**src/rtl/mc_ctrl.sv**
```systemverilog
// ---------------------------------------------------------------------------
// mc_ctrl -- multi-cycle sequencer for the single-issue RV32I datapath.
//
// Steps each instruction through FETCH / DECODE / EXEC / MEM / WB and
// produces the PC, IR, regfile and data-memory strobes from the registered
// op class plus the imem/dmem handshakes.
//
// Parameters
//   TIMEOUT_CYCLES  wait cycles tolerated on an imem/dmem handshake before a
//                   bus error halts the core; 0 disables the timeout.
//   CNT_W           timeout counter width, 2**CNT_W > TIMEOUT_CYCLES.
//
// Optional feature macro
//   MC_CTRL_INSTRET_EN  when defined, instret_o is a 32-bit retired-
//                       instruction counter; otherwise it is tied to 0.
//
// Ports
//   clk             core clock, rising edge
//   rst             asynchronous reset, active low
//   opcode_i        instr[6:0] of the latched IR
//   branch_taken_i  branch compare result, meaningful in EXEC
//   imem_valid_i    instruction data valid this cycle
//   dmem_ready_i    data access completes this cycle
//   imem_req_o      instruction fetch request
//   ir_we_o         IR load pulse
//   dmem_req_o      data memory request
//   dmem_we_o       data memory write (store)
//   pc_we_o         PC update strobe
//   pc_sel_o        0=pc+4, 1=pc+imm, 2=(rs1+imm)&~1
//   rf_we_o         regfile write enable
//   wb_sel_o        0=ALU, 1=load data, 2=pc+4, 3=imm
//   alu_src_b_o     0=rs2, 1=imm
//   retire_o        one pulse per completed instruction
//   halt_o          core halted (sticky until reset)
//   illegal_o       halted on an illegal opcode (sticky)
//   bus_err_o       halted on a handshake timeout (sticky)
//   state_o         current state encoding
//   instret_o       retired-instruction count
// ---------------------------------------------------------------------------
module mc_ctrl #(
  parameter int TIMEOUT_CYCLES = 255,
  parameter int CNT_W          = 8
) (
  input  logic        clk,
  input  logic        rst,
  input  logic [6:0]  opcode_i,
  input  logic        branch_taken_i,
  input  logic        imem_valid_i,
  input  logic        dmem_ready_i,
  output logic        imem_req_o,
  output logic        ir_we_o,
  output logic        dmem_req_o,
  output logic        dmem_we_o,
  output logic        pc_we_o,
  output logic [1:0]  pc_sel_o,
  output logic        rf_we_o,
  output logic [1:0]  wb_sel_o,
  output logic        alu_src_b_o,
  output logic        retire_o,
  output logic        halt_o,
  output logic        illegal_o,
  output logic        bus_err_o,
  output logic [2:0]  state_o,
  output logic [31:0] instret_o
);

  typedef enum logic [2:0] {
    S_IDLE   = 3'd0,
    S_FETCH  = 3'd1,
    S_DECODE = 3'd2,
    S_EXEC   = 3'd3,
    S_MEM    = 3'd4,
    S_WB     = 3'd5,
    S_HALT   = 3'd6
  } state_t;

  // Class code k (1..9) corresponds to entry k-1 of the legal opcode table.
  typedef enum logic [3:0] {
    C_NONE   = 4'd0,
    C_LUI    = 4'd1,
    C_AUIPC  = 4'd2,
    C_JAL    = 4'd3,
    C_JALR   = 4'd4,
    C_BRANCH = 4'd5,
    C_LOAD   = 4'd6,
    C_STORE  = 4'd7,
    C_OPIMM  = 4'd8,
    C_OP     = 4'd9
  } cls_t;

  localparam int NUM_OPC = 9;

  // Packed table, index 0 (LUI) in the least significant slot.
  localparam logic [NUM_OPC-1:0][6:0] LEGAL_OPC = {
    7'b0110011,  // OP
    7'b0010011,  // OP-IMM
    7'b0100011,  // STORE
    7'b0000011,  // LOAD
    7'b1100011,  // BRANCH
    7'b1100111,  // JALR
    7'b1101111,  // JAL
    7'b0010111,  // AUIPC
    7'b0110111   // LUI
  };

  localparam logic [6:0] OPC_SYSTEM = 7'b1110011;

  localparam bit             TIMEOUT_EN = (TIMEOUT_CYCLES != 0);
  // The wait that would bring the count up to TIMEOUT_CYCLES is the last one
  // tolerated; a handshake in that same cycle still completes normally.
  localparam logic [CNT_W-1:0] CNT_LAST =
    CNT_W'((TIMEOUT_CYCLES > 0) ? (TIMEOUT_CYCLES - 1) : 0);

  state_t           state_reg;
  state_t           state_next;
  cls_t             cls_reg;
  cls_t             dec_cls;
  logic [CNT_W-1:0] cnt_reg;
  logic             illegal_reg;
  logic             bus_err_reg;
  logic             set_illegal;
  logic             set_bus_err;
  logic             wait_expired;
  logic             opc_legal;
  logic [NUM_OPC-1:0] opc_hit;

  // -------------------------------------------------------------------------
  // Opcode decode: one comparator per legal opcode, then a one-hot to class.
  // -------------------------------------------------------------------------
  genvar gi;
  generate
    for (gi = 0; gi < NUM_OPC; gi++) begin : g_opc_match
      assign opc_hit[gi] = (opcode_i == LEGAL_OPC[gi]);
    end
  endgenerate

  assign opc_legal = |opc_hit;

  always_comb begin
    dec_cls = C_NONE;
    for (int i = 0; i < NUM_OPC; i++) begin
      if (opc_hit[i]) begin
        dec_cls = cls_t'(4'(i + 1));
      end
    end
  end

  assign wait_expired = TIMEOUT_EN && (cnt_reg == CNT_LAST);

  // -------------------------------------------------------------------------
  // FSM process 1: state register (plus the per-instruction bookkeeping that
  // moves with it).
  // -------------------------------------------------------------------------
  always_ff @(posedge clk or negedge rst) begin
    if (!rst) begin
      state_reg <= S_IDLE;
    end else begin
      state_reg <= state_next;
    end
  end

  // Op class is captured once, in DECODE, and steers the rest of the
  // instruction; outputs never look at opcode_i directly.
  always_ff @(posedge clk or negedge rst) begin
    if (!rst) begin
      cls_reg <= C_NONE;
    end else if (state_reg == S_DECODE) begin
      cls_reg <= dec_cls;
    end
  end

  // Wait counter: cleared on every state change (so on entry to FETCH/MEM),
  // advanced only on cycles spent waiting for a handshake.
  always_ff @(posedge clk or negedge rst) begin
    if (!rst) begin
      cnt_reg <= '0;
    end else if (state_next != state_reg) begin
      cnt_reg <= '0;
    end else if ((state_reg == S_FETCH && !imem_valid_i) ||
                 (state_reg == S_MEM   && !dmem_ready_i)) begin
      cnt_reg <= cnt_reg + 1'b1;
    end
  end

  // Halt-cause flags only ever set; HALT is absorbing so they stay put.
  always_ff @(posedge clk or negedge rst) begin
    if (!rst) begin
      illegal_reg <= 1'b0;
      bus_err_reg <= 1'b0;
    end else begin
      if (set_illegal) illegal_reg <= 1'b1;
      if (set_bus_err) bus_err_reg <= 1'b1;
    end
  end

  // -------------------------------------------------------------------------
  // FSM process 2: next-state logic.
  // -------------------------------------------------------------------------
  always_comb begin
    state_next  = state_reg;
    set_illegal = 1'b0;
    set_bus_err = 1'b0;
    case (state_reg)
      S_IDLE: begin
        state_next = S_FETCH;
      end
      S_FETCH: begin
        if (imem_valid_i) begin
          state_next = S_DECODE;
        end else if (wait_expired) begin
          state_next  = S_HALT;
          set_bus_err = 1'b1;
        end
      end
      S_DECODE: begin
        if (opc_legal) begin
          state_next = S_EXEC;
        end else if (opcode_i == OPC_SYSTEM) begin
          state_next = S_HALT;
        end else begin
          state_next  = S_HALT;
          set_illegal = 1'b1;
        end
      end
      S_EXEC: begin
        case (cls_reg)
          C_BRANCH:        state_next = S_FETCH;
          C_LOAD, C_STORE: state_next = S_MEM;
          default:         state_next = S_WB;
        endcase
      end
      S_MEM: begin
        if (dmem_ready_i) begin
          state_next = (cls_reg == C_STORE) ? S_FETCH : S_WB;
        end else if (wait_expired) begin
          state_next  = S_HALT;
          set_bus_err = 1'b1;
        end
      end
      S_WB: begin
        state_next = S_FETCH;
      end
      S_HALT: begin
        state_next = S_HALT;
      end
      default: begin
        state_next = S_IDLE;
      end
    endcase
  end

  // -------------------------------------------------------------------------
  // FSM process 3: output decode from state + registered class. The FETCH
  // and MEM exit strobes additionally follow the same-cycle handshake.
  // -------------------------------------------------------------------------
  logic uses_imm;
  assign uses_imm = (cls_reg != C_OP) && (cls_reg != C_BRANCH) &&
                    (cls_reg != C_NONE);

  always_comb begin
    imem_req_o  = 1'b0;
    ir_we_o     = 1'b0;
    dmem_req_o  = 1'b0;
    dmem_we_o   = 1'b0;
    pc_we_o     = 1'b0;
    pc_sel_o    = 2'd0;
    rf_we_o     = 1'b0;
    wb_sel_o    = 2'd0;
    alu_src_b_o = 1'b0;
    retire_o    = 1'b0;
    case (state_reg)
      S_FETCH: begin
        imem_req_o = 1'b1;
        ir_we_o    = imem_valid_i;
      end
      S_EXEC: begin
        alu_src_b_o = uses_imm;
        if (cls_reg == C_BRANCH) begin
          pc_we_o  = 1'b1;
          pc_sel_o = branch_taken_i ? 2'd1 : 2'd0;
          retire_o = 1'b1;
        end
      end
      S_MEM: begin
        alu_src_b_o = uses_imm;
        dmem_req_o  = 1'b1;
        dmem_we_o   = (cls_reg == C_STORE);
        // A store finishes here; a load still has its WB cycle to go.
        if (dmem_ready_i && cls_reg == C_STORE) begin
          pc_we_o  = 1'b1;
          pc_sel_o = 2'd0;
          retire_o = 1'b1;
        end
      end
      S_WB: begin
        alu_src_b_o = uses_imm;
        rf_we_o     = 1'b1;
        pc_we_o     = 1'b1;
        retire_o    = 1'b1;
        case (cls_reg)
          C_LOAD:        wb_sel_o = 2'd1;
          C_JAL, C_JALR: wb_sel_o = 2'd2;
          C_LUI:         wb_sel_o = 2'd3;
          default:       wb_sel_o = 2'd0;
        endcase
        case (cls_reg)
          C_JAL:   pc_sel_o = 2'd1;
          C_JALR:  pc_sel_o = 2'd2;
          default: pc_sel_o = 2'd0;
        endcase
      end
      default: begin
      end
    endcase
  end

  assign halt_o    = (state_reg == S_HALT);
  assign illegal_o = illegal_reg;
  assign bus_err_o = bus_err_reg;
  assign state_o   = state_reg;

  // -------------------------------------------------------------------------
  // Retired-instruction counter (optional).
  // -------------------------------------------------------------------------
`ifdef MC_CTRL_INSTRET_EN
  logic [31:0] instret_reg;

  // Free-running 32-bit count; wraps naturally from all-ones to zero.
  always_ff @(posedge clk or negedge rst) begin
    if (!rst) begin
      instret_reg <= '0;
    end else if (retire_o) begin
      instret_reg <= instret_reg + 32'd1;
    end
  end

  assign instret_o = instret_reg;
`else
  assign instret_o = '0;
`endif

endmodule

```
**config.mk**
```make
export PLATFORM = sky130hd
export DESIGN_NAME = mc_ctrl
export DESIGN_NICKNAME = d
export VERILOG_FILES = /design/src/rtl/mc_ctrl.sv
export SDC_FILE = /design/constraint.sdc
export NUM_CORES = 1
export LEC_CHECK = 0
export CAP_MARGIN = 20
export CORE_UTILIZATION = 43
export CTS_CLUSTER_DIAMETER = 150
export DETAILED_ROUTE_END_ITERATION = 10
export PLACE_DENSITY = 0.76
export SYNTH_ARGS = -nofsm -noshare
export SYNTH_HDL_FRONTEND = slang
export SYNTH_SLANG_ARGS = --single-unit
```
**constraint.sdc**
```tcl
create_clock -name clk -period 2.04 [get_ports clk]
set_input_delay 0.306 -clock clk [delete_from_list [all_inputs] [get_ports clk]]
set_output_delay 0.306 -clock clk [all_outputs]
set_load 0.01 [all_outputs]
```
# Word-level counts from Yosys, hierarchy flattened
# Index checks and enable logic that the tools add are counted.
[totals]
output_inout_bits = 50
ff_bits = 17
input_bits = 12
wordCells = 88
[classes]
n_addsub = 1
n_reduce_logical = 16
muxes = 40
n_eq_ne = 26
[op_table]
columns = ["op", "n"]
rows = [
  ["$eq A7 B7 Y1 const B", 4],
  ["$mux W3", 8],
  ["$eq A7 B6 Y1 const B", 3],
  ["$pmux W3 S6", 1],
  ["$mux W1", 17],
  ["$eq A4 B3 Y1 const B", 4],
  ["$mux W8", 2],
  ["$eq A7 B5 Y1 const B", 2],
  ["$mux W4", 3],
  ["$eq A3 B3 Y1 const B", 3],
  ["$reduce_or A9 Y1", 1],
  ["$add A8 B1 Y8 const B", 1],
  ["$eq A8 B8 Y1 const B", 1],
  ["$pmux W2 S2", 2],
  ["$eq A7 B2 Y1 const B", 1],
  ["$eq A3 B2 Y1 const B", 2],
  ["$mux W2", 3],
  ["$pmux W2 S3", 1],
  ["$pmux W3 S2", 1],
  ["$reduce_or A2 Y1", 3],
  ["$logic_and A1 B1 Y1", 5],
  ["$eq A4 B1 Y1 const B", 1],
  ["$eq A4 B2 Y1 const B", 1],
  ["$ne A4 B3 Y1 const B", 1],
  ["other kinds (11)", 12],
]

# Depth between registers and ports, before layout
# Gate-level depths: netlist of run 1.
[logic_depth]
word_depth = 10
ltp_mapped = 7
depth_no_buf = 7

# Worst setup path before layout of run 1
# No wires, ideal clock.
[synth_timing]
path_type = "reg2out"
start = "reg cls_reg[3]"
end = "out retire_o"
slack_ps = 277
arrival_time_ps = 1457
path_stages_with_launch = 5
path_cell_list = "dfrtp_1 nand2b_1 or2_2 o21ai_0 buf_4"
[synth_via]
elab_chain_cells = 4
elab_cells_between_ends = 6
[synth_lines]
columns = ["item", "line_no", "text"]
rows = [
  ["start: declaration", "116", "cls_t cls_reg;"],
  ["start signal: assignment", "168", "cls_reg <= dec_cls;"],
  ["$eq A4 B3 Y1", "289", "if (dmem_ready_i && cls_reg == C_STORE) begin"],
  ["$logic_and A1 B1 Y1", "289", ""],
  ["$mux W1", "--", ""],
  ["$pmux W1 S3 *", "--", ""],
  ["end: declaration", "59", "output logic retire_o,"],
]
# Mark *: on every way between the ends. The rest lies on a longest branch, timed or not.

# Worst setup path after layout of run 1
[layout_timing]
start = "reg cls_reg[3]"
end = "out retire_o"
[layout_via]
elab_chain_cells = 4
elab_cells_between_ends = 6
[layout_lines]
columns = ["item", "line_no", "text"]
rows = [
  ["$eq A4 B3 Y1", "289", ""],
  ["$logic_and A1 B1 Y1", "289", ""],
  ["$mux W1", "289", ""],
  ["$pmux W1 S3 *", "271", "case (state_reg)"],
]
# Marks and branches as above.

==> results of run 1 <==
worst max-delay path, delay by kind of cell (launching register included):
| kind | cells | cell delay (ns) |
|---|---|---|
| AOI/OAI and AO/OA | 2 | 0.18 |
| buffers and inverters | 2 | 0.45 |
| DFF | 1 | 0.38 |
| and+or+nand+nor | 2 | 0.37 |
cell families after synthesis:
kind of cell | share of synthesized area (%)
simple gates | 25.1
other cells | 0.245
buf+inv | 19.9
compound gates | 20.8
fa+ha+maj | 1.63
xor+xnor | 4.57
flops | 27.8
final cells by class:
cell class              instances  share of cell area (%)
inverters                       7                    1.34
flip-flops and latches         17                    21.8
repair buffers                 60                    25.8
multi-input cells             155                    46.8
clock buffers                   4                    1.34
well taps                      46                    2.93
layer usage:
layer,vias up,share of wire [%],track usage (%)
met5,-,0,0
met4,0,0.90,4.44
met3,4,5.4,2.90
met2,47,49,32.0
met1,659,45,24.0
li1,716,-,-
path summary, 6_finish.rpt:
kind                            startpoint         end  slack, ns  cells after the start
worst max-delay path            cls_reg[3]    retire_o       0.06                      6
max in group asynchronous              rst  cls_reg[1]       1.49                      2
worst min-delay path                   rst  cnt_reg[3]       0.34                      2
min in group clk                 bus_err_o   bus_err_o       0.47                      1
worst max register to register  state_o[0]  cnt_reg[7]       0.15                      7
worst min register to register   bus_err_o   bus_err_o       0.47                      1
power groups by stage:
stage                     combinational (µW)  clock (µW)  sequential (µW)
after floorplan                          788           0              504
after global placement                  1260           0              497
after detailed placement                1280           0              501
after CTS                               1280         187              487
after global routing                    1420         202              498
final                                   1290         178              485
timing repair:
item	4_1_cts	5_1_grt
setup buffers	3	0
resized for setup	13	4
endpoints found under the setup margin	11	2
through the flow:
stage,instances,setup WS [ns],setup TNS (ns)
3_5_place_dp,282,-0.206,-1.32
4_1_cts,289,0.0499,0
6_report,289,0.0614,0
2_1_floorplan,217,0.277,0
3_3_place_gp,282,-0.161,-1.25
5_1_grt,289,0.00471,0
placed cells by master, fill, tap and decap left out, drive strengths merged, types with 2 or more instances in the layout:
master	instances
nor2	16
dfrtp	17
o21bai	2
nand3b	2
o21ai	11
a22oi	2
clkdlybuf4s50	18
and2	3
clkbuf	5
xor2	7
nand2b	5
dlygate4sd2	9
a211o	2
inv	7
a32oi	2
nor3	15
ha	2
nand3	5
a21oi	9
or3b	2
nand2	9
conb	32
o31ai	2
buf	31
nand4	4
==> metrics.csv, run 1 <==
stage,metric,value,unit
global_routing,vias in the first global route,1247,
route,drt total wl,3210,µm
setup_path,crit path kind,reg2out,
setup_path,most numerous cell on the critical path,o21ai_0,
sta,RSZ-0062 raised after global routing,no,
finish,Seq. cell area,428,µm²
yosys,#FFs+latches synth,17,
cts,clock tree buffer depth,2,
floorplanning,I/O pin count,62,
yosys,Post-synth EDFFs,0,
hold_path,min-delay worst type,in2async,
global_routing,antenna violations before repair,0,
power_and_ir_drop,Switch Pwr,851,µW
job,Max-Cap Viols,0,
power_and_ir_drop,total power,1950,µW
floorplanning,core area,3360,µm²
power_and_ir_drop,worst vdd ir,0.534,mV
placed_design,placed inst area,1930,µm²
yosys,library cells used by synthesis,51,
floorplanning,Die Wd,61.7,µm
yosys,post-synth top area share,27.8,%
placed_design,quantity of I/O buffers inserted on ports,29,
route,DR iter-0 viols,67,
finish,Final Instance Area,1960,µm²
power_and_ir_drop,Internal,1100,µW
sta,Max Clk Rate,505,MHz
outcome,outcome,"complete, no violations",
yosys,"Async S/R FF share, synth",100,%
cts,"Reg clk slew, reported paths",0.10,ns
sta,Final setup viols,0,
yosys,Mapped Avg Cell Area,8.24,µm²
power_and_ir_drop,switching share of total power,43.7,%
yosys,largest cells by area after synthesis,"dfrtp_1, buf_4, nor3_1",
global_routing,pin count of the biggest net entering global routing,18,
sta,final period utilization,97.0,%
setup_path,Worst Path Arrival,1.67,ns
power_and_ir_drop,leakage dissipation,0.000914,µW
route,post-DR vias/cell,4.93,
finish,# diodes,0,
cts,# H-tree levels,1,
cts,CTS tree,done,
finish,final core occ,58.4,%
route,Routed Antenna Nets,0,
sta,final period demand of the worst path,1.98,ns
finish,P&R area growth vs syn,28.1,%
sta,Final Slew Violations,0,
setup_path,Critical Path RT,1.73,ns
global_routing,Total GRT Usage,18.4,%
route,number of remaining DRC errors,0,
setup_path,CP Capture Type,output port,
yosys,"Seq/Total Area, Yosys",27.8,%
power_and_ir_drop,Clk network pwr share,9.1,%
finish,max reg flops,8,
floorplanning,Rows,21,
placed_design,final RePlAce weighted congestion,0.842,
cts,# clock sinks,17,
sta,final hold vios,0,
setup_path,startpoint types,flip-flop,
yosys,Mapped Area,1530,µm²
yosys,Synth Flop Type,dfrtp_1,
yosys,Post-Syn Instances,186,
yosys,Commonest cells post-synth,"buf_4, dfrtp_1, nor2_1",
cts,root buffer cell,clkbuf_4,
setup_path,crit-path cells,nand2b_1 > buf_4 > nor3_1 > o21ai_0 > o21ai_0 > dlygate4sd2_1,
finish,share of cells above drive strength 1,19.8,%
sta,Worst Hold Slack,0.339,ns
finish,Final nets,258,
floorplanning,Die ar.,3810,µm²
route,Pre-antenna DRT Iters,4,
power_and_ir_drop,Reg power frac,24.9,%
global_routing,Overflow after GRT,0,
setup_path,"slowest stage delay, CP",0.38,ns
cts,TritonCTS Buffers,3,
cts,clk_lat worst skew,0.28,ns
floorplanning,die span in y,61.7,µm
cts,CTS Hold Bufs,0,
floorplanning,Initial Util,45.6,%
setup_path,Crit-path slowest cell,dfrtp_1,
route,via count,1426,
finish,area occupied by multi-input gates,918,µm²
finish,Fillers,323,
route,WL/cell,11.1,µm
yosys,Yosys warnings,0,
placed_design,detailed placement HPWL,2540,µm
yosys,most frequent cell after synthesis,buf_4,
global_routing,first-pass GRT wire length,5370,µm
sta,Worst Skew,0.00181,ns
yosys,Synth area leader,dfrtp_1,
power_and_ir_drop,part of the power in combinational logic,66.0,%
setup_path,Crit Path Max Fanout,4,
power_and_ir_drop,PwrDens,993,nW/µm²
No activity file was read; power rests on OpenSTA's default activity.
==> inputs of run 2 (changes only) <==
--- a/config.mk
+++ b/config.mk
@@ -7,7 +7,7 @@
 export LEC_CHECK = 0
 export CAP_MARGIN = 20
 export CORE_UTILIZATION = 43
-export CTS_CLUSTER_DIAMETER = 150
+export CTS_CLUSTER_DIAMETER = 60
 export DETAILED_ROUTE_END_ITERATION = 10
 export PLACE_DENSITY = 0.76
 export SYNTH_ARGS = -nofsm -noshare
==> results of run 2 <==
No change in the layout: final DEF, timing and power equal those of run 1.
==> inputs of run 3 (changes only) <==
--- a/config.mk
+++ b/config.mk
@@ -5,11 +5,12 @@
 export SDC_FILE = /design/constraint.sdc
 export NUM_CORES = 1
 export LEC_CHECK = 0
+export ABC_AREA = 1
 export CAP_MARGIN = 20
-export CORE_UTILIZATION = 43
+export CORE_UTILIZATION = 44
 export CTS_CLUSTER_DIAMETER = 60
 export DETAILED_ROUTE_END_ITERATION = 10
-export PLACE_DENSITY = 0.76
+export PLACE_DENSITY = 0.8
 export SYNTH_ARGS = -nofsm -noshare
 export SYNTH_HDL_FRONTEND = slang
 export SYNTH_SLANG_ARGS = --single-unit
==> run 3 against run 2 <==
Non-clock buffer count down 14. Combinational power down 3%. Worst hold slack worse by 0.029 ns. Largest power group unchanged. Cell count up 7.3%. Sequential power down 2%. Register-to-register slack better by 0.05 ns. Largest cell class unchanged. Sequential share of layout area up 0.58 points. Via count up 1.5%. Critical path depth unchanged. Global-route usage up 0.91 points.
==> metrics.csv, run 3 <==
stage,metric,value,unit,change
setup_path,"slowest stage delay, CP",0.42,ns,+0.04 ns
setup_path,Worst Path Arrival,1.67,ns,about the same
setup_path,crit path kind,reg2out,,
yosys,Synth area leader,dfrtp_1,,
cts,clk_lat worst skew,0.31,ns,+0.03 ns
sta,Worst Skew,0.0102,ns,+0.00837 ns
setup_path,crit-path cells,buf_4 > buf_4 > inv_2 > a21oi_1 > a311oi_1 > dlygate4sd2_1,,
setup_path,R2R Setup Slk,0.20,ns,+0.05 ns
finish,"commonest non-fill, non-tap cell in the layout",nand2_1,,
global_routing,pin count of the biggest net entering global routing,18,,unchanged
setup_path,Worst Path Buf+Inv,4,,+2
sta,Final setup viols,0,,unchanged
cts,CTS tree,done,,
yosys,most frequent cell after synthesis,nand2_1,,
route,post-DR vias/cell,4.67,,-5.4%
global_routing,first-pass GRT wire length,5460,µm,+1.8%
setup_path,Critical Path RT,1.73,ns,about the same
yosys,Synth Flop Type,dfrtp_1,,
yosys,post-synth top area share,27.2,%,-0.56 points
route,drt total wl,3280,µm,+2.1%
setup_path,Critical R2R Launch,state_o[1],,
floorplanning,Rows,21,,unchanged
yosys,largest cells by area after synthesis,"dfrtp_1, buf_4, nand2_1",,
route,Pre-antenna DRT Iters,4,,unchanged
sta,Worst Hold Slack,0.310,ns,-0.0291 ns
route,WL/cell,10.6,µm,-4.8%
cts,clock tree buffer depth,2,,unchanged
finish,P&R area growth vs syn,21.9,%,
yosys,"Seq/Total Area, Yosys",27.2,%,-0.56 points
placed_design,quantity of I/O buffers inserted on ports,29,,unchanged
power_and_ir_drop,worst vdd ir,0.414,mV,-22%
setup_path,Crit Path Max Fanout,4,,unchanged
setup_path,FF-to-FF End,cnt_reg[7],,
power_and_ir_drop,part of the power in combinational logic,65.1,%,-0.9 points
sta,final period demand of the worst path,1.97,ns,-0.00600 ns
floorplanning,Die ar.,3800,µm²,-0.28%
setup_path,Top delay family on crit path,buffers and inverters,,
setup_path,CP Capture Type,output port,,
route,via count,1447,,+1.5%
outcome,outcome,"complete, no violations",,
sta,Final Slew Violations,0,,unchanged
global_routing,vias in the first global route,1351,,+8.3%
power_and_ir_drop,PwrDens,1010,nW/µm²,+1.2%
placed_design,detailed placement HPWL,2540,µm,-0.22%
yosys,Mapped Area,1560,µm²,+2.0%
global_routing,Total GRT Usage,19.3,%,+0.91 points
yosys,library cells used by synthesis,34,,-33%
power_and_ir_drop,leakage dissipation,0.000976,µW,+6.8%
finish,Final Non-Filler Cells,310,,+7.3%
finish,Fillers,346,,+7.1%
yosys,#FFs+latches synth,17,,unchanged
power_and_ir_drop,Reg power frac,24.8,%,about the same
floorplanning,die span in y,61.6,µm,-0.14%
cts,# clock sinks,17,,unchanged
finish,share of cells above drive strength 1,22.3,%,+2.6 points
power_and_ir_drop,Switch Pwr,934,µW,+9.7%
cts,root buffer cell,clkbuf_4,,
finish,# diodes,0,,unchanged
hold_path,min-delay worst type,in2async,,
yosys,Post-Syn Instances,217,,+17%
yosys,Post-synth EDFFs,0,,unchanged
yosys,Mapped Avg Cell Area,7.21,µm²,-13%
cts,"Reg clk slew, reported paths",0.11,ns,about the same
cts,TritonCTS Buffers,3,,unchanged
yosys,Yosys warnings,0,,unchanged
sta,RSZ-0062 raised after global routing,no,,
placed_design,final RePlAce weighted congestion,0.875,,+3.9%
route,number of remaining DRC errors,0,,unchanged
sta,final period utilization,96.7,%,-0.29 points
setup_path,startpoint types,flip-flop,,
floorplanning,I/O pin count,62,,unchanged
power_and_ir_drop,Clk network pwr share,10.1,%,+1.0 points
global_routing,Overflow after GRT,0,,unchanged
finish,max reg flops,8,,unchanged
finish,Final nets,279,,+8.1%
job,Max-Cap Viols,0,,unchanged
setup_path,Crit-path slowest cell,dfrtp_1,,
yosys,Commonest cells post-synth,"nand2_1, buf_4, inv_1",,
floorplanning,Die Wd,61.6,µm,-0.14%
floorplanning,core area,3360,µm²,unchanged
yosys,"Async S/R FF share, synth",100,%,unchanged
route,DR iter-0 viols,41,,-39%
cts,# H-tree levels,1,,unchanged
sta,Max Clk Rate,507,MHz,+0.30%
global_routing,antenna violations before repair,0,,unchanged
setup_path,most numerous cell on the critical path,buf_4,,
placed_design,placed instance count,300,,+6.4%
power_and_ir_drop,Internal,983,µW,-11%
sta,final hold vios,0,,unchanged
finish,most frequent cells in the layout,"nand2_1, conb_1, inv_1, buf_4",,
floorplanning,Initial Util,46.5,%,+0.93 points
cts,CTS Hold Bufs,0,,unchanged
route,Routed Antenna Nets,0,,unchanged
power_and_ir_drop,switching share of total power,48.7,%,+5.1 points
setup_path,cells on worst reg2reg path,12,,+5
## run 3: cell types whose count changed after synthesis, moves of 4 or more
cell	delta
buf_2	-4
o21ai_0	-4
inv_1	+16
nand2_1	+38
nor2_2	+11
nor3_1	-10
nand2b_1	-5
nand4_1	+4
a21oi_1	-4
inv_2	+4
## run 3: power groups by stage
stage                     Clock (µW)  Sequential, µW  Combinational (µW)
after floorplan                    0             490                 787
after global placement             0             472                1170
after detailed placement           0             476                1180
after CTS                        198             470                1220
after global routing             209             486                1380
final                            194             475                1250
## run 3: layout make-up
cell class | count | area (µm²) | area share [%]
multi-input combinational | 169 | 906 | 47.5
sequential | 17 | 427 | 22.4
timing repair buffer | 46 | 385 | 20.2
inverter | 28 | 105 | 5.51
tap | 46 | 57.6 | 3.02
clock buffer | 4 | 26.3 | 1.38
## run 3: what timing repair did
item | CTS | global route
setup buffers | 5 | 1
pin swaps | 1 | 0
resized for setup | 17 | 15
setup endpoints to repair | 13 | 7
## run 3: logic make-up (layout without fill, tap and decap cells)
group,count (synthesis),after routing,synth area share (%)
DFF,17,17,27.2
other,1,32,0.240
AOI/OAI and AO/OA,22,22,10.0
adders and majority gates,2,2,1.60
buffers and inverters,62,78,23.3
and+or+nand+nor,108,108,34.9
xor gates and xnor gates,5,5,2.80
## run 3: how the worst max path moves through the flow
stage                       end  cells past startpoint  slack [ns]    startpoint
floorplan              retire_o                      4        0.47    state_o[0]
finish              alu_src_b_o                      6        0.07    state_o[1]
global route        alu_src_b_o                      5       0.003    state_o[0]
CTS                 pc_sel_o[0]                      6       0.009    state_o[1]
global placement        pc_we_o                      4       -0.01  dmem_ready_i
detailed placement     retire_o                      4       -0.01  dmem_ready_i
## run 3: worst register-to-register path, cell delays in order, from the launching register on
cell and delay (ns):
dfrtp_1 0.42, buf_4 0.15, buf_4 0.13, inv_2 0.04, buf_4 0.14, nor2_2 0.04
nand2_1 0.09, nand2_1 0.06, nor2_1 0.14, nand3_1 0.14, a21oi_2 0.20, nand2_4 0.13
nor2_2 0.11
## run 3: through the flow
step / instance area, µm² / utilization (%) / setup slack (ns) / setup TNS (ns) / total power (µW)
after floorplan: 1680 / - / 0.474 / 0 / 1280
after global placement: 1850 / 55.1 / -0.0135 / -0.0269 / 1650
after detailed placement: 1850 / 55.1 / -0.0113 / -0.0191 / 1660
after CTS: 1910 / 56.8 / 0.00875 / 0 / 1890
after global routing: 1910 / 56.7 / 0.00306 / 0 / 2070
final: 1910 / 56.7 / 0.0674 / 0 / 1920
## run 3: routing by layer
| metal | GRT usage [%] | routed length (µm) | up-vias |
|---|---|---|---|
| met3 | 4.41 | 155 | 8 |
| met2 | 37.6 | 1760 | 49 |
| li1 | - | - | 722 |
| met1 | 21.1 | 1320 | 668 |
| met4 | 3.81 | 46 | 0 |
| met5 | 0 | 0 | - |
